==> src/rtl/jtframe_snd_dac.sv <==
// Multi-channel sound DAC: shared attenuation, soft-mute gain ramp and first-order sigma-delta per channel; JTFRAME_SND_DITHER_EN adds LFSR dither.
// Latency: snd sampled on cen pulse k shapes dac_out on cen pulse k+1.
// No backpressure: one sample per channel consumed on every cen; everything frozen while cen is low.
module jtframe_snd_dac #(
  parameter int CHANNELS   = 2,
  parameter int SNDW       = 16,
  parameter int SIGNED_SND = 1,
  parameter int RAMPW      = 6
) (
  input  logic                     clk_dac,
  input  logic                     rst_n,
  input  logic                     cen,
  input  logic [CHANNELS*SNDW-1:0] snd,
  input  logic [2:0]               att,
  input  logic                     mute,
  output logic [CHANNELS-1:0]      dac_out,
  output logic                     muted
);
  localparam int PW = SNDW + 11;
  localparam logic [SNDW-1:0] MID  = {1'b1, {(SNDW-1){1'b0}}};
  localparam logic [SNDW-1:0] FLIP = (SIGNED_SND != 0) ? MID : '0;

  typedef enum logic [1:0] {ST_ON, ST_DOWN, ST_MUTED, ST_UP} state_t;

  state_t           state, state_nxt;
  logic [8:0]       gain, gain_nxt;
  logic [RAMPW-1:0] tick_cnt;
  logic             tick;
  logic [1:0]       dith;

  assign tick  = cen & (&tick_cnt);
  assign muted = (state == ST_MUTED);

  // Mute-direction changes never step the gain; a step that lands on a rail switches state on the same tick.
  always_comb begin
    state_nxt = state;
    gain_nxt  = gain;
    if (tick) begin
      case (state)
        ST_ON:    if (mute) state_nxt = ST_DOWN;
        ST_DOWN: begin
          if (!mute) state_nxt = ST_UP;
          else begin
            gain_nxt = gain - 9'd1;
            if (gain == 9'd1) state_nxt = ST_MUTED;
          end
        end
        ST_MUTED: if (!mute) state_nxt = ST_UP;
        ST_UP: begin
          if (mute) state_nxt = ST_DOWN;
          else begin
            gain_nxt = gain + 9'd1;
            if (gain == 9'd255) state_nxt = ST_ON;
          end
        end
        default:  state_nxt = ST_MUTED;
      endcase
    end
  end

  always_ff @(posedge clk_dac) begin
    if (!rst_n) begin
      state    <= ST_MUTED;
      gain     <= '0;
      tick_cnt <= '0;
    end else if (cen) begin
      state    <= state_nxt;
      gain     <= gain_nxt;
      tick_cnt <= tick_cnt + RAMPW'(1);
    end
  end

`ifdef JTFRAME_SND_DITHER_EN
  logic [15:0] lfsr;

  always_ff @(posedge clk_dac) begin
    if (!rst_n) lfsr <= 16'h0001;
    else if (cen) lfsr <= {lfsr[14:0], lfsr[15] ^ lfsr[13] ^ lfsr[12] ^ lfsr[10]};
  end

  assign dith = lfsr[1:0];
`else
  assign dith = 2'd0;
`endif

  for (genvar i = 0; i < CHANNELS; i++) begin : g_ch
    logic [SNDW-1:0]      u, x, x_nxt, acc;
    logic signed [SNDW:0] s, s_a;
    logic [SNDW+1:0]      sum;
    logic                 bit_out;

    // |gain| <= 256 keeps the scaled sample inside the unsigned range, so no clamp is needed.
    always_comb begin
      u     = snd[i*SNDW +: SNDW] ^ FLIP;
      s     = $signed({1'b0, u}) - $signed({1'b0, MID});
      s_a   = s >>> att;
      x_nxt = SNDW'((PW'(s_a) * PW'($signed({1'b0, gain}))) >>> 8) + MID;
      sum   = {2'b00, acc} + {2'b00, x} + (SNDW+2)'(dith);
    end

    always_ff @(posedge clk_dac) begin
      if (!rst_n) begin
        x       <= MID;
        acc     <= '0;
        bit_out <= 1'b0;
      end else if (cen) begin
        x       <= x_nxt;
        acc     <= sum[SNDW-1:0];
        bit_out <= |sum[SNDW+1:SNDW];
      end
    end

    assign dac_out[i] = bit_out;
  end

endmodule

==> config.mk <==
export PLATFORM = sky130hd
export DESIGN_NAME = jtframe_snd_dac
export DESIGN_NICKNAME = d
export VERILOG_FILES = /design/src/rtl/jtframe_snd_dac.sv
export SDC_FILE = /design/constraint.sdc
export NUM_CORES = 1
export LEC_CHECK = 0
export ABC_AREA = 1
export BUFFER_PORTS_ARGS = -buffer_cell sky130_fd_sc_hd__buf_2
export CELL_PAD_IN_SITES_DETAIL_PLACEMENT = 1
export CELL_PAD_IN_SITES_GLOBAL_PLACEMENT = 1
export CORE_MARGIN = 1.5
export CORE_UTILIZATION = 49
export CTS_CLUSTER_SIZE = 10
export DETAILED_ROUTE_END_ITERATION = 6
export GPL_TIMING_DRIVEN = 0
export PLACE_DENSITY_LB_ADDON = 0.15
export SYNTH_ARGS = -nofsm -noshare
export SYNTH_HDL_FRONTEND = slang
export SYNTH_SLANG_ARGS = --single-unit
==> constraint.sdc <==
create_clock -name clk_dac -period 7.6 [get_ports clk_dac]
set_input_delay 0.76 -clock clk_dac [delete_from_list [all_inputs] [get_ports clk_dac]]
set_output_delay 0.76 -clock clk_dac [all_outputs]
set_load 0.005 [all_outputs]
# == Word-level counts from Yosys, hierarchy flattened ==
# Cells that the tools add are included.
# classes
n_mux,10
shifts,2
addsub,9
reduce_logical,7
eq_ne,11
multipliers,2
bitwise_logic,3
# ops
cell,count
$mul 17x10->24,2
$add 16x16->17,2
$sshr 17x3->17,2
$sub 16x16->17 const B,2
$add 16x16->16 const B,2
$mux 9,2
$pmux 9 s2,1
$mux 2,6
$reduce_and 6->1,2
$add 9x1->9 const B,1
$eq 9x1->1 const B,1
$eq 9x8->1 const B,1
$sub 9x1->9 const B,1
$ne 2x2->1 const B,4
$pmux 2 s4,1
$add 6x1->6 const B,1
$ne 3x3->1 const B,2
$reduce_and 5->1,1
$eq 2x2->1 const B,2
$reduce_or 2->1,2
$eq 2x1->1 const B,1
$logic_not 2->1,1
$not 1->1,2
$reduce_bool 2->1,1
$and 1x1->1,1
# word_totals
in_bits,39
ff_bits,83

# == Logic depth before layout (Yosys ltp) ==
# Gate-level depths: netlist of the first run.
# depth
depth_word,5
mapped_depth,34

# == Worst setup path before layout of the first run ==
# No wires, ideal clock.
# synth_path
path_type,input to register
startpoint,input port att[1]
endpoint,register g_ch[1].x[11]
arrival_ns,5.922
stages,28
setup_ns,0.109
t_required_ns,7.491
path_slack_ns,1.569
path_cell_list,buf_4 > inv_2 > buf_6 > clkbuf_1 > o21ai_0 > nand2_1 > o21ai_0 > inv_1 > nand2_1 > fa_1 > inv_1 > fa_1 > inv_1 > fa_1 > fa_1 > fa_1 > inv_1 > ha_1 > a21oi_1 > o21ai_0 > a21oi_1 > nor2_1 > a211oi_1 > a21oi_2 > nor2_1 > nand2_1 > nand2_1 > inv_1
# synth_via
elab_chain_len,3
# synth_rtl
element,line,rtl
from (decl),14,"input logic [2:0] att,"
$sshr 17x3->17,96,s_a = s >>> att;
$mul 17x10->24,97,"x_nxt = SNDW'((PW'(s_a) * PW'($signed({1'b0, gain}))) >>> 8) + MID;"
$add 16x16->16,97,
to (signal assigned),107,x <= x_nxt;
to (decl),87,"logic [SNDW-1:0] u, x, x_nxt, acc;"
# No other way between the ends.
# A chain may end at the register's enable or synchronous reset.

# == Worst setup path after layout of the first run ==
# layout_path
startpoint,input port att[1]
endpoint,register g_ch[0].x[13]
# layout_via
elab_chain_len,3
# layout_rtl
element,line
$sshr 17x3->17,96
$mul 17x10->24,97
$add 16x16->16,97
to (signal assigned),107
to (decl),87
# No other way between the ends.

==> report_table.html, run 1 <==
<table>
<tr><th>Metric</th><th>Value</th></tr>
<tr><th colspan="2">Worst setup path</th></tr>
<tr><td>Cell with the most instances on the worst path</td><td>inv_1</td></tr>
<tr><td>Data required time at the worst endpoint</td><td>7840 ps</td></tr>
<tr><td>Critical-path maximum fanout</td><td>10</td></tr>
<tr><td>Worst setup EP type</td><td>flop</td></tr>
<tr><td>Slowest stage cell, crit path</td><td>o21ai_0</td></tr>
<tr><td>Crit path launch type</td><td>input port</td></tr>
<tr><td>Arrival @ worst endpoint</td><td>7190 ps</td></tr>
<tr><td>Slowest cell delay on critical path</td><td>740 ps</td></tr>
<tr><td>Setup Crit Path Kind</td><td>in2reg</td></tr>
<tr><th colspan="2">Floorplan</th></tr>
<tr><td>Placeable core region</td><td>31,720 sq um</td></tr>
<tr><td>Overall die width</td><td>183.0 um</td></tr>
<tr><td>Y dimension of the die</td><td>183.0 um</td></tr>
<tr><td>Die area</td><td>33,510 sq um</td></tr>
<tr><td>Placement Rows</td><td>65</td></tr>
<tr><td>Starting Density</td><td>50.08%</td></tr>
<tr><td>I/O pins</td><td>42</td></tr>
<tr><th colspan="2">Layout</th></tr>
<tr><td>Final core occ</td><td>53.26%</td></tr>
<tr><td>Post-layout nets</td><td>2,670</td></tr>
<tr><td># diodes</td><td>0</td></tr>
<tr><td>Number of non-filler instances in the completed layout</td><td>2,665</td></tr>
<tr><td>Signed area change from the synthesized netlist to the final layout</td><td>6.349%</td></tr>
<tr><td>Fraction of layout cells with a size suffix above 1</td><td>5.833%</td></tr>
<tr><th colspan="2">Routing</th></tr>
<tr><td>Detail-routed via count per cell</td><td>5.466</td></tr>
<tr><td>Via count</td><td>14,568</td></tr>
<tr><td>Iter 0 DRT Violations</td><td>685</td></tr>
<tr><td>Aggregate routed wire length</td><td>48,970 um</td></tr>
<tr><td>DRC violation count after routing</td><td>0</td></tr>
<tr><td>Antenna Violating Nets Remaining</td><td>0</td></tr>
<tr><td>Routed wirelength normalized by instance count</td><td>18.37 um</td></tr>
<tr><td>DR pass1 iterations</td><td>5</td></tr>
<tr><th colspan="2">Placed design</th></tr>
<tr><td>Final HPWL from detailed placement</td><td>41,560 um</td></tr>
<tr><td>Post-Place Cells</td><td>2,650</td></tr>
<tr><td>Port Buffer Count</td><td>38</td></tr>
<tr><td>Worst-case setup slack after placement</td><td>360.2 ps</td></tr>
<tr><td>Final weighted congestion in routability-driven placement</td><td>0.9056</td></tr>
<tr><th colspan="2">STA</th></tr>
<tr><td>Final hold violation count</td><td>0</td></tr>
<tr><td>Unrepaired setup endpoints after global routing</td><td>false</td></tr>
<tr><td>Post-Route Skew</td><td>8.641 ps</td></tr>
<tr><td>Min Tclk post-route</td><td>6943 ps</td></tr>
<tr><td>Worst-margin pin slew</td><td>1165 ps</td></tr>
<tr><td>Minimum setup slack in the final design</td><td>657.1 ps</td></tr>
<tr><td>Max Clock Freq</td><td>144.0 MHz</td></tr>
<tr><td>Final worst path period share</td><td>91.35%</td></tr>
<tr><td>Number of failing setup endpoints in the final timing report</td><td>0</td></tr>
<tr><td>Number of pins with negative max-slew slack in the final report</td><td>0</td></tr>
<tr><td>Total negative setup slack</td><td>0 ps</td></tr>
<tr><td>Worst-case headroom to the max-slew limit</td><td>21.50%</td></tr>
<tr><th colspan="2">Power</th></tr>
<tr><td>Combinational cell fraction of total power</td><td>25.0%</td></tr>
<tr><td>Overall Power</td><td>1.276 mW</td></tr>
<tr><td>Internal power consumption</td><td>0.8443 mW</td></tr>
<tr><td>Share of total power in the clock network</td><td>37.6%</td></tr>
<tr><td>Net Switching</td><td>0.4322 mW</td></tr>
<tr><td>Relative contribution of sequential cells to total power</td><td>37.4%</td></tr>
<tr><td>Switching fraction of total power</td><td>33.86%</td></tr>
<tr><td>Maximum vdd drop</td><td>0.09408 mV</td></tr>
<tr><td>Total power per unit cell area</td><td>75.56 nW/um^2</td></tr>
<tr><td>Standby leakage power</td><td>9.301 nW</td></tr>
<tr><th colspan="2">Clocking</th></tr>
<tr><td>Maximum root-to-sink buffer count</td><td>2</td></tr>
<tr><td>Clock root cell</td><td>clkbuf_16</td></tr>
<tr><td>Latest clock arrival within the worst-skew pair</td><td>350 ps</td></tr>
<tr><td>CTS sink count</td><td>83</td></tr>
<tr><td>TritonCTS Buffers</td><td>9</td></tr>
<tr><td>Number of post-CTS setup repair buffers</td><td>0</td></tr>
<tr><td>H-tree Lvls</td><td>3</td></tr>
<tr><td>Number of buffers added to fix hold violations after cts</td><td>0</td></tr>
<tr><td>Clock tree from TritonCTS</td><td>done</td></tr>
<tr><td>Clock-pin slew on the worst setup and hold paths</td><td>70 ps</td></tr>
<tr><td>Count of cells resized by post-cts repair</td><td>0</td></tr>
<tr><th colspan="2">GRT</th></tr>
<tr><td>Global-route congestion overflow total</td><td>0</td></tr>
<tr><td>Number of global-route vias before repair</td><td>16,245</td></tr>
<tr><td>Initial antenna violation count</td><td>0</td></tr>
<tr><td>Global-route total usage across every layer</td><td>30.91%</td></tr>
<tr><td>First-pass GRT wire length</td><td>81,070 um</td></tr>
<tr><td>Pin count of the biggest net entering global routing</td><td>15</td></tr>
<tr><th colspan="2">Synthesis</th></tr>
<tr><td>Area fraction of the dominant cell type after synthesis</td><td>28.99%</td></tr>
<tr><td>Main synth FF type</td><td>dfxtp_1</td></tr>
<tr><td>Library cell occupying the most area in the post-synthesis netlist</td><td>fa_1</td></tr>
<tr><td>Most frequent cells after synthesis</td><td>438 x inv_1, 421 x nand2_1, 284 x nor2_1, 230 x fa_1, 142 x ha_1</td></tr>
<tr><td>Post-synthesis instance total</td><td>2,210</td></tr>
<tr><td>Post-synthesis instance area</td><td>15,880 sq um</td></tr>
<tr><td>Number of warnings issued by yosys</td><td>0</td></tr>
<tr><td>Count leader, synth</td><td>inv_1</td></tr>
<tr><td>Number of synthesized register bits</td><td>83</td></tr>
<tr><td>Most area-consuming cells after synthesis</td><td>fa_1 29%, ha_1 11%, dfxtp_1 10%</td></tr>
<tr><td>Net count after synthesis</td><td>2,621</td></tr>
<tr><td>Asr flop ratio synth</td><td>0%</td></tr>
<tr><td>Sequential share of the synthesized area</td><td>10.46%</td></tr>
<tr><td>Number of distinct standard cells referenced by the synthesized netlist</td><td>52</td></tr>
<tr><td>Post-Syn Area per Cell</td><td>7.187 sq um</td></tr>
<tr><td>Number of enable-type register cells in the synthesized netlist</td><td>0</td></tr>
<tr><th colspan="2">Status</th></tr>
<tr><td>Status</td><td>finished, final reports clean</td></tr>
<tr><th colspan="2">Job</th></tr>
<tr><td>Max-cap check violation count</td><td>0</td></tr>
<tr><th colspan="2">Worst hold path</th></tr>
<tr><td>Path category of the worst min-delay check</td><td>reg2reg</td></tr>
</table>
-- critical path: cells and delay by family --
family,cells,cell delay (ps)
buffers and inverters,12,1340
adder cells (fa/ha/maj),6,2540
AO/OA/AOI/OAI,5,1580
AND/OR/NAND/NOR,8,950
-- stage by stage --
stage                     instance area, sq um  hold slack, ps
final                                    16890           491.0
after floorplan                          15880           447.5
after global placement                   16580           465.1
after detailed placement                 16580           482.0
after CTS                                16890           497.0
after global routing                     16890           531.9
-- kinds of logic (layout without fill, tap and decap cells) --
| kind of cell | after synthesis | in the layout | share of synthesized area, % |
|---|---|---|---|
| compound gates | 296 | 296 | 10.23 |
| xor+xnor | 52 | 52 | 2.867 |
| fa+ha+maj | 372 | 372 | 40.17 |
| buf+inv | 524 | 577 | 12.90 |
| flops | 83 | 83 | 10.46 |
| mux | 2 | 2 | 0.1260 |
| simple gates | 881 | 881 | 23.24 |
-- final timing paths --
| check | depth (start not counted) | slack [ps] | startpoint | endpoint |
|---|---|---|---|---|
| setup / recovery | 31 | 660 | att[1] | g_ch[0].x[13] |
| hold / removal | 2 | 490 | g_ch[1].x[15] | g_ch[1].x[15] |
| setup reg to reg | 22 | 1210 | gain[4] | g_ch[0].x[13] |
| hold reg to reg | 2 | 490 | g_ch[1].x[15] | g_ch[1].x[15] |
-- routing by layer --
layer  global-route usage (%)  up-vias  part of all wire [%]
met1                    37.58     7309                    43
met4                    11.02        0                   3.4
met3                    3.832      117                   3.6
li1                         -     6885                     -
met2                    56.08      257                    50
met5                        0        -                     0
-- cell usage in the layout, fill, tap and decap left out, drive strengths merged, types with 2 or more instances in the layout --
cell / Yosys / layout
nor2: 291 / 291
clkinv: 4 / 6
a211oi: 5 / 5
buf: 21 / 59
bufinv: 0 / 2
inv: 446 / 447
o21a: 5 / 5
a21o: 8 / 8
o21bai: 6 / 6
fa: 230 / 230
nand3: 97 / 97
o221ai: 4 / 4
o211ai: 9 / 9
nor3: 14 / 14
nand2: 453 / 453
o31ai: 4 / 4
mux2i: 2 / 2
or2: 4 / 4
xor2: 32 / 32
nor4: 9 / 9
a31oi: 6 / 6
dfxtp: 83 / 83
a21oi: 106 / 106
xnor2: 20 / 20
ha: 142 / 142
clkbuf: 53 / 62
nand4: 9 / 9
o21ai: 139 / 139
-- flip-flops by register name (all words and copies together), names as in the netlist --
signal        count
g_ch.acc         32
state             2
tick_cnt          6
gain              9
g_ch.bit_out      2
g_ch.x           32
-- area by class of cell --
class,instances,area (sq um)
buffer,74,352.8
clock buffer,9,225.2
clock inverter,6,90.09
fill,4209,14830
inverter,450,1697
multi-input combinational,1603,12170
sequential,83,1662
tap,402,503.0
timing repair buffer,38,190.2
-- power groups by stage --
stage | Sequential [mW] | Combinational [mW] | Clock, mW
2_1_floorplan | 0.480 | 0.214 | 0
3_3_place_gp | 0.485 | 0.301 | 0
3_5_place_dp | 0.486 | 0.315 | 0
4_1_cts | 0.477 | 0.317 | 0.485
5_1_grt | 0.479 | 0.356 | 0.506
6_report | 0.477 | 0.319 | 0.480
(Power assumes the default switching activity.)
==> run 2, diff against run 1 <==
Settings changed: ABC_AREA 1 to default, CORE_UTILIZATION 49 to 51.
==> report_table.html, run 2 <==
<table>
<tr><th>Metric</th><th>Value</th></tr>
<tr><th colspan="2">Clocking</th></tr>
<tr><td>Clock-pin slew on the worst setup and hold paths</td><td>60 ps (about the same)</td></tr>
<tr><td>Latest clock arrival within the worst-skew pair</td><td>360 ps (about the same)</td></tr>
<tr><td>H-tree Lvls</td><td>3 (unchanged)</td></tr>
<tr><td>TritonCTS Buffers</td><td>9 (unchanged)</td></tr>
<tr><td>Clock root cell</td><td>clkbuf_16</td></tr>
<tr><td>Clock tree from TritonCTS</td><td>done</td></tr>
<tr><td>Maximum root-to-sink buffer count</td><td>2 (unchanged)</td></tr>
<tr><td>CTS sink count</td><td>83 (unchanged)</td></tr>
<tr><td>Number of buffers added to fix hold violations after cts</td><td>0 (unchanged)</td></tr>
<tr><th colspan="2">Job</th></tr>
<tr><td>Max-cap check violation count</td><td>0 (unchanged)</td></tr>
<tr><th colspan="2">Worst setup path</th></tr>
<tr><td>Critical-path maximum fanout</td><td>10 (unchanged)</td></tr>
<tr><td>Combined buffer and inverter count along the critical path</td><td>6 (-6)</td></tr>
<tr><td>Crit path launch type</td><td>input port</td></tr>
<tr><td>Worst setup EP type</td><td>flop</td></tr>
<tr><td>Slowest cell delay on critical path</td><td>550 ps (-190 ps)</td></tr>
<tr><td>Arrival @ worst endpoint</td><td>7530 ps (+340 ps)</td></tr>
<tr><td>Slowest stage cell, crit path</td><td>fa_1</td></tr>
<tr><td>Family with the most delay on the worst path</td><td>adder cells</td></tr>
<tr><td>Data required time at the worst endpoint</td><td>7820 ps (-20 ps)</td></tr>
<tr><td>Setup Crit Path Kind</td><td>in2reg</td></tr>
<tr><td>Cell with the most instances on the worst path</td><td>fa_1</td></tr>
<tr><td>Cells traversed along the worst timing path</td><td>clkbuf_1 -&gt; clkinv_1 -&gt; buf_1 -&gt; o21ai_2 -&gt; nand2_1 -&gt; fa_1 -&gt; inv_1 -&gt; fa_1 -&gt; inv_1 -&gt; fa_1 -&gt; fa_1 -&gt; fa_1 -&gt; inv_1 -&gt; ha_1 -&gt; a2111oi_2 -&gt; a211oi_1 -&gt; o21ai_1 -&gt; o21ai_2 -&gt; a31oi_1 -&gt; o21a_1 -&gt; xor2_1 -&gt; o21ai_1</td></tr>
<tr><th colspan="2">Worst hold path</th></tr>
<tr><td>Path category of the worst min-delay check</td><td>reg2reg</td></tr>
<tr><th colspan="2">Layout</th></tr>
<tr><td>Sequential cell area in the final layout</td><td>1662 sq um (unchanged)</td></tr>
<tr><td># diodes</td><td>0 (unchanged)</td></tr>
<tr><td>Signed area change from the synthesized netlist to the final layout</td><td>7.014%</td></tr>
<tr><td>Final core occ</td><td>55.45% (+2.2 points)</td></tr>
<tr><td>Fillcell total</td><td>3,499 (-17%)</td></tr>
<tr><td>Commonest cells after routing, fill and taps aside</td><td>282 x inv_1, 230 x fa_1, 229 x nand2_1</td></tr>
<tr><td>Fraction of layout cells with a size suffix above 1</td><td>6.254% (+0.42 points)</td></tr>
<tr><td>Largest registers</td><td>g_ch.acc: 32 flops, g_ch.x: 32 flops, gain: 9 flops</td></tr>
<tr><td>Area of the multi-input gates</td><td>11,940 sq um (-1.9%)</td></tr>
<tr><td>Post-layout nets</td><td>2,166 (-19%)</td></tr>
<tr><td>Most common library cell in the layout ignoring fill and taps</td><td>inv_1</td></tr>
<tr><th colspan="2">Synthesis</th></tr>
<tr><td>Main synth FF type</td><td>dfxtp_1</td></tr>
<tr><td>Area fraction of the dominant cell type after synthesis</td><td>30.88% (+1.9 points)</td></tr>
<tr><td>Sequential share of the synthesized area</td><td>11.14% (+0.68 points)</td></tr>
<tr><td>Number of warnings issued by yosys</td><td>0 (unchanged)</td></tr>
<tr><td>Asr flop ratio synth</td><td>0% (unchanged)</td></tr>
<tr><td>Count leader, synth</td><td>inv_1</td></tr>
<tr><td>Post-Syn Area per Cell</td><td>8.752 sq um (+22%)</td></tr>
<tr><td>Most area-consuming cells after synthesis</td><td>fa_1 31%, ha_1 12%, dfxtp_1 11%</td></tr>
<tr><td>Post-synthesis instance total</td><td>1,704 (-23%)</td></tr>
<tr><td>Most frequent cells after synthesis</td><td>282 x inv_1, 230 x fa_1, 229 x nand2_1, 142 x ha_1, 122 x and2_1</td></tr>
<tr><td>Net count after synthesis</td><td>2,115 (-19%)</td></tr>
<tr><td>Library cell occupying the most area in the post-synthesis netlist</td><td>fa_1</td></tr>
<tr><td>Number of enable-type register cells in the synthesized netlist</td><td>0 (unchanged)</td></tr>
<tr><td>Post-synthesis instance area</td><td>14,910 sq um (-6.1%)</td></tr>
<tr><td>Number of synthesized register bits</td><td>83 (unchanged)</td></tr>
<tr><td>Number of distinct standard cells referenced by the synthesized netlist</td><td>64 (+23%)</td></tr>
<tr><th colspan="2">GRT</th></tr>
<tr><td>Number of global-route vias before repair</td><td>13,741 (-15%)</td></tr>
<tr><td>Initial antenna violation count</td><td>2 (+2)</td></tr>
<tr><td>Global-route total usage across every layer</td><td>30.14% (-0.77 points)</td></tr>
<tr><td>Global-route congestion overflow total</td><td>0 (unchanged)</td></tr>
<tr><td>First-pass GRT wire length</td><td>70,960 um (-12%)</td></tr>
<tr><td>Pin count of the biggest net entering global routing</td><td>20 (+5)</td></tr>
<tr><th colspan="2">Routing</th></tr>
<tr><td>DRC violation count after routing</td><td>0 (unchanged)</td></tr>
<tr><td>Via count</td><td>12,077 (-17%)</td></tr>
<tr><td>DR pass1 iterations</td><td>5 (unchanged)</td></tr>
<tr><td>Aggregate routed wire length</td><td>43,110 um (-12%)</td></tr>
<tr><td>Detail-routed via count per cell</td><td>5.636 (+3.1%)</td></tr>
<tr><td>Iter 0 DRT Violations</td><td>569 (-17%)</td></tr>
<tr><td>Routed wirelength normalized by instance count</td><td>20.12 um (+9.5%)</td></tr>
<tr><td>Antenna Violating Nets Remaining</td><td>0 (unchanged)</td></tr>
<tr><th colspan="2">Floorplan</th></tr>
<tr><td>Die area</td><td>30,280 sq um (-9.6%)</td></tr>
<tr><td>Overall die width</td><td>174 um (-4.9%)</td></tr>
<tr><td>I/O pins</td><td>42 (unchanged)</td></tr>
<tr><td>Starting Density</td><td>51.82% (+1.7 points)</td></tr>
<tr><td>Placement Rows</td><td>62 (-4.6%)</td></tr>
<tr><td>Placeable core region</td><td>28,780 sq um (-9.3%)</td></tr>
<tr><td>Y dimension of the die</td><td>174 um (-4.9%)</td></tr>
<tr><th colspan="2">Placed design</th></tr>
<tr><td>Worst-case setup slack after placement</td><td>-750.1 ps (-1110 ps)</td></tr>
<tr><td>Final weighted congestion in routability-driven placement</td><td>0.8467 (-6.5%)</td></tr>
<tr><td>Port Buffer Count</td><td>39 (+2.6%)</td></tr>
<tr><td>Final HPWL from detailed placement</td><td>35,210 um (-15%)</td></tr>
<tr><th colspan="2">Power</th></tr>
<tr><td>Overall Power</td><td>1.098 mW (-14%)</td></tr>
<tr><td>Total power per unit cell area</td><td>68.78 nW/um^2 (-9.0%)</td></tr>
<tr><td>Standby leakage power</td><td>8.229 nW (-12%)</td></tr>
<tr><td>Maximum vdd drop</td><td>0.1016 mV (+8.0%)</td></tr>
<tr><th colspan="2">STA</th></tr>
<tr><td>Unrepaired setup endpoints after global routing</td><td>false</td></tr>
<tr><td>Minimum hold slack</td><td>459.1 ps (-31.90 ps)</td></tr>
<tr><td>Max Clock Freq</td><td>137.0 MHz (-4.9%)</td></tr>
<tr><td>Final worst path period share</td><td>96.07% (+4.7 points)</td></tr>
<tr><td>Worst-margin pin slew</td><td>979.7 ps (-185.5 ps)</td></tr>
<tr><td>Post-Route Skew</td><td>10.94 ps (+2.294 ps)</td></tr>
<tr><td>Final hold violation count</td><td>0 (unchanged)</td></tr>
<tr><td>Number of pins with negative max-slew slack in the final report</td><td>0 (unchanged)</td></tr>
<tr><td>Number of failing setup endpoints in the final timing report</td><td>0 (unchanged)</td></tr>
<tr><td>Minimum setup slack in the final design</td><td>298.6 ps (-358.5 ps)</td></tr>
<tr><td>Worst-case headroom to the max-slew limit</td><td>34.25% (+13 points)</td></tr>
<tr><td>Min Tclk post-route</td><td>7301 ps (+358.5 ps)</td></tr>
<tr><th colspan="2">Status</th></tr>
<tr><td>Status</td><td>finished, final reports clean</td></tr>
</table>
==> run 2: cell types whose count changed in the layout (fill, tap and decap cells not counted), moves of 58 or more <==
cell,delta
and2_1,+122
a21oi_1,-58
nor2_1,-215
nand2_1,-192
nand3_1,-83
o21ai_0,-78
inv_1,-156
==> run 2: per-layer routing <==
metal  vias to the layer above  share of wire [%]  track usage (%)
met1                      6236                 41            35.64
met5                         -                  0                0
li1                       5501                  -                -
met4                         0                3.6            11.93
met2                       244                 51            55.38
met3                        96                3.7            3.718
==> run 2: layout make-up <==
class / instances / area share [%]
multi-input combinational: 1266 / 74.79
buffer: 68 / 1.780
sequential: 83 / 10.41
inverter: 286 / 6.727
clock buffer: 12 / 1.670
timing repair buffer: 41 / 1.317
tap: 384 / 3.011
clock inverter: 3 / 0.2901
==> run 2: repair_timing <==
action                                  in CTS  in global routing
gates resized for setup                      5                  9
endpoints found under the setup margin      12                 15
setup buffers                                0                  2
pin swaps                                    0                  1
endpoints found under the hold margin        0                  0
==> run 2: path summary, 6_finish.rpt <==
path | cells past startpoint | slack, ps | start | to
max | 22 | 300 | att[2] | g_ch[1].x[14]
min | 2 | 460 | g_ch[1].x[13] | g_ch[1].x[13]
min reg2reg | 2 | 460 | g_ch[1].x[13] | g_ch[1].x[13]
max reg2reg | 20 | 870 | gain[2] | g_ch[1].x[15]
==> run 2: metrics by stage <==
stage               setup TNS (ps)  area (sq um)  instances
floorplan                        0         14910       1704
global placement             -5090         15590       2127
detailed placement           -7899         15590       2127
CTS                              0         15910       2141
global route                     0         15960       2143
finish                           0         15960       2143
==> run 2: cells by family (layout without fill, tap and decap cells) <==
group	after synthesis	after routing	share of synthesized area, %
flops	83	83	11.14
compound gates	213	213	9.321
mux	61	61	5.512
buf+inv	355	410	9.111
fa+ha+maj	372	372	42.79
xor+xnor	74	74	4.346
simple gates	546	546	17.78
==> run 2: tightest hold or removal path: cells and delay by family (launching register included) <==
kind,cells,cell delay (ps)
simple gates,1,50
compound gates,1,50
flops,1,320
==> run 2: power breakdown <==
part,internal (mW),switching [mW]
registers,0.439,0.00302
clock network,0.280,0.187
logic,0.0567,0.131
==> run 3, diff against run 2 <==
Settings changed: PLACE_DENSITY from default to 0.93, PLACE_DENSITY_LB_ADDON 0.15 to default.
==> report_table.html, run 3 (synthesis results as in run 2) <==
<table>
<tr><th>Metric</th><th>Value</th></tr>
<tr><th colspan="2">Status</th></tr>
<tr><td>Status</td><td>finished with violations</td></tr>
<tr><td>Violated checks</td><td>negative setup slack</td></tr>
<tr><th colspan="2">Clocking</th></tr>
<tr><td>Clock-pin slew on the worst setup and hold paths</td><td>70 ps (about the same)</td></tr>
<tr><td>H-tree Lvls</td><td>3 (unchanged)</td></tr>
<tr><td>Latest clock arrival within the worst-skew pair</td><td>360 ps (about the same)</td></tr>
<tr><td>CTS sink count</td><td>83 (unchanged)</td></tr>
<tr><td>Clock root cell</td><td>clkbuf_16</td></tr>
<tr><td>Maximum root-to-sink buffer count</td><td>2 (unchanged)</td></tr>
<tr><td>Clock tree from TritonCTS</td><td>done</td></tr>
<tr><td>TritonCTS Buffers</td><td>9 (unchanged)</td></tr>
<tr><th colspan="2">Worst setup path</th></tr>
<tr><td>Arrival @ worst endpoint</td><td>7880 ps (+350 ps)</td></tr>
<tr><td>Total stage count of the critical path</td><td>24 (+9.1%)</td></tr>
<tr><td>Crit path launch type</td><td>input port</td></tr>
<tr><td>Reg2reg end</td><td>g_ch[1].x[15]</td></tr>
<tr><td>Startpoint of the most critical register-to-register path</td><td>gain[4]</td></tr>
<tr><td>Cell with the most instances on the worst path</td><td>fa_1</td></tr>
<tr><td>Family with the most delay on the worst path</td><td>adder cells</td></tr>
<tr><td>Combined buffer and inverter count along the critical path</td><td>6 (unchanged)</td></tr>
<tr><td>Setup Crit Path Kind</td><td>in2reg</td></tr>
<tr><td>Worst reg2reg setup slack</td><td>150 ps (-720 ps)</td></tr>
<tr><td>Critical Path Start</td><td>att[0]</td></tr>
<tr><td>Cells traversed along the worst timing path</td><td>buf_6 -&gt; buf_6 -&gt; buf_2 -&gt; mux2_2 -&gt; o21ai_1 -&gt; a21oi_2 -&gt; nand2_1 -&gt; fa_1 -&gt; inv_1 -&gt; fa_1 -&gt; inv_1 -&gt; fa_1 -&gt; fa_1 -&gt; fa_1 -&gt; inv_1 -&gt; ha_1 -&gt; a2111oi_4 -&gt; a211oi_1 -&gt; o21ai_1 -&gt; o21ai_2 -&gt; a31oi_1 -&gt; o21a_1 -&gt; or3_1 -&gt; nand4_1</td></tr>
<tr><td>Worst setup EP type</td><td>flop</td></tr>
<tr><td>Data required time at the worst endpoint</td><td>7790 ps (-30 ps)</td></tr>
<tr><td>Slowest stage cell, crit path</td><td>fa_1</td></tr>
<tr><td>Number of cell instances on the worst register-to-register path</td><td>20 (unchanged)</td></tr>
<tr><td>Critical-path maximum fanout</td><td>19 (+9)</td></tr>
<tr><td>Slowest cell delay on critical path</td><td>640 ps (+90 ps)</td></tr>
<tr><th colspan="2">STA</th></tr>
<tr><td>Post-Route Skew</td><td>7.386 ps (-3.549 ps)</td></tr>
<tr><td>Number of pins with negative max-slew slack in the final report</td><td>0 (unchanged)</td></tr>
<tr><td>Number of failing setup endpoints in the final timing report</td><td>3 (+3)</td></tr>
<tr><td>Final hold violation count</td><td>0 (unchanged)</td></tr>
<tr><td>Total negative setup slack</td><td>-198.2 ps (-198.2 ps)</td></tr>
<tr><td>Min Tclk post-route</td><td>7693 ps (+391.7 ps)</td></tr>
<tr><td>Final worst path period share</td><td>101.2% (+5.2 points)</td></tr>
<tr><td>Worst-margin pin slew</td><td>1066 ps (+86.77 ps)</td></tr>
<tr><td>Worst-case headroom to the max-slew limit</td><td>28.90% (-5.3 points)</td></tr>
<tr><td>Minimum setup slack in the final design</td><td>-93.09 ps (-391.7 ps)</td></tr>
<tr><td>Max Clock Freq</td><td>130.0 MHz (-5.1%)</td></tr>
<tr><th colspan="2">Placed design</th></tr>
<tr><td>Worst-case setup slack after placement</td><td>-1236 ps (-486.2 ps)</td></tr>
<tr><td>Port Buffer Count</td><td>39 (unchanged)</td></tr>
<tr><td>Post-Place Cells</td><td>2,127 (unchanged)</td></tr>
<tr><td>Final HPWL from detailed placement</td><td>41,890 um (+19%)</td></tr>
<tr><td>Final weighted congestion in routability-driven placement</td><td>0.9163 (+8.2%)</td></tr>
<tr><th colspan="2">GRT</th></tr>
<tr><td>Pin count of the biggest net entering global routing</td><td>20 (unchanged)</td></tr>
<tr><td>Initial antenna violation count</td><td>3 (+1)</td></tr>
<tr><td>Global-route congestion overflow total</td><td>0 (unchanged)</td></tr>
<tr><td>Number of global-route vias before repair</td><td>15,402 (+12%)</td></tr>
<tr><td>Global-route total usage across every layer</td><td>36.21% (+6.1 points)</td></tr>
<tr><td>First-pass GRT wire length</td><td>83,540 um (+18%)</td></tr>
<tr><th colspan="2">Power</th></tr>
<tr><td>Standby leakage power</td><td>8.258 nW (+0.35%)</td></tr>
<tr><td>Maximum vdd drop</td><td>0.1006 mV (-1.0%)</td></tr>
<tr><td>Total power per unit cell area</td><td>71.54 nW/um^2 (+4.0%)</td></tr>
<tr><th colspan="2">Floorplan</th></tr>
<tr><td>Starting Density</td><td>51.82% (unchanged)</td></tr>
<tr><td>Overall die width</td><td>174 um (unchanged)</td></tr>
<tr><td>Placeable core region</td><td>28,780 sq um (unchanged)</td></tr>
<tr><td>I/O pins</td><td>42 (unchanged)</td></tr>
<tr><td>Placement Rows</td><td>62 (unchanged)</td></tr>
<tr><td>Y dimension of the die</td><td>174 um (unchanged)</td></tr>
<tr><td>Die area</td><td>30,280 sq um (unchanged)</td></tr>
<tr><th colspan="2">Routing</th></tr>
<tr><td>Antenna Violating Nets Remaining</td><td>0 (unchanged)</td></tr>
<tr><td>Routed wirelength normalized by instance count</td><td>25.30 um (+26%)</td></tr>
<tr><td>Iter 0 DRT Violations</td><td>1,068 (+88%)</td></tr>
<tr><td>Via count</td><td>13,359 (+11%)</td></tr>
<tr><td>DR pass1 iterations</td><td>7 (+2)</td></tr>
<tr><td>DRC violation count after routing</td><td>0 (unchanged)</td></tr>
<tr><td>Detail-routed via count per cell</td><td>6.219 (+10%)</td></tr>
<tr><td>Aggregate routed wire length</td><td>54,350 um (+26%)</td></tr>
<tr><th colspan="2">Worst hold path</th></tr>
<tr><td>WHS Endpoint</td><td>g_ch[0].acc[11]</td></tr>
<tr><td>Min-Delay Startpoint</td><td>g_ch[0].acc[11]</td></tr>
<tr><td>Path category of the worst min-delay check</td><td>reg2reg</td></tr>
<tr><td>Worst hold path cell count</td><td>2 (unchanged)</td></tr>
<tr><th colspan="2">Layout</th></tr>
<tr><td>Post-layout nets</td><td>2,169 (+0.14%)</td></tr>
<tr><td>Largest registers</td><td>g_ch.acc: 32 flops, g_ch.x: 32 flops, gain: 9 flops</td></tr>
<tr><td>Fraction of layout cells with a size suffix above 1</td><td>6.810% (+0.56 points)</td></tr>
<tr><td>Signed area change from the synthesized netlist to the final layout</td><td>7.559%</td></tr>
<tr><td>Commonest cells after routing, fill and taps aside</td><td>282 x inv_1, 230 x fa_1, 229 x nand2_1</td></tr>
<tr><td>Most common library cell in the layout ignoring fill and taps</td><td>inv_1</td></tr>
<tr><td>Number of non-filler instances in the completed layout</td><td>2,148 (+0.23%)</td></tr>
<tr><th colspan="2">Job</th></tr>
<tr><td>Max-cap check violation count</td><td>0 (unchanged)</td></tr>
</table>
==> run 3: changes by cell type in the layout (fill, tap and decap cells not counted), sizes merged <==
cell / previous run / this run
buf: 49 / 55
clkinvlp: 1 / 2
diode: 0 / 2
bufinv: 1 / 2
inv: 282 / 283
clkbuf: 72 / 66
==> run 3: power breakdown <==
group | total, mW | internal (mW) | switching, mW
registers | 0.442 | 0.439 | 0.00331
clock network | 0.497 | 0.288 | 0.209
logic | 0.209 | 0.0611 | 0.147
total | 1.15 | 0.788 | 0.360
==> run 3: metal layers <==
layer,part of all wire (%),track usage [%],vias to the layer above
li1,-,-,5502
met1,34,37.82,6727
met4,9.0,28.05,0
met2,50,64.42,765
met3,6.6,6.605,365
met5,0,0,-
==> run 3: worst max-delay path by stage <==
stage / end
after floorplan: g_ch[1].x[14]
after global placement: g_ch[1].x[15]
after detailed placement: g_ch[1].x[15]
after CTS: g_ch[1].x[15]
after global routing: g_ch[1].x[15]
final: g_ch[1].x[15]
==> run 3: timing repair <==
item                       in CTS  in global routing
setup endpoints to repair      22                 14
resized for setup              12                 14
setup buffers                   1                  5
hold buffers                    0                  0
pin swaps                       1                  2
==> run 3: cell type report <==
class	instances	area (sq um)
diodes	2	5.005
plain buffers	67	281.5
clock buffers	9	225.2
clock inverters	6	90.09
fillers	3391	12740
inverters	286	1077
multi-input cells	1266	11980
flip-flops and latches	83	1662
well taps	384	480.5
repair buffers	45	240.2
==> run 3: through the flow <==
| step | hold slack (ps) | utilization (%) | instance area (sq um) | power [mW] |
|---|---|---|---|---|
| 6_report | 468.8 | 55.73 | 16040 | 1.148 |
| 5_1_grt | 470.9 | 55.73 | 16040 | 1.169 |
| 4_1_cts | 460.3 | 55.42 | 15950 | 1.129 |
| 3_5_place_dp | 450.2 | 54.16 | 15590 | 0.6353 |
| 3_3_place_gp | 436.8 | 54.16 | 15590 | 0.6216 |
| 2_1_floorplan | 429.1 | - | 14910 | 0.5559 |
==> run 3: worst min-delay path, stage by stage (launching register included) <==
cell and delay (ps):
dfxtp_1 330, nand2_1 50, o21ai_0 60
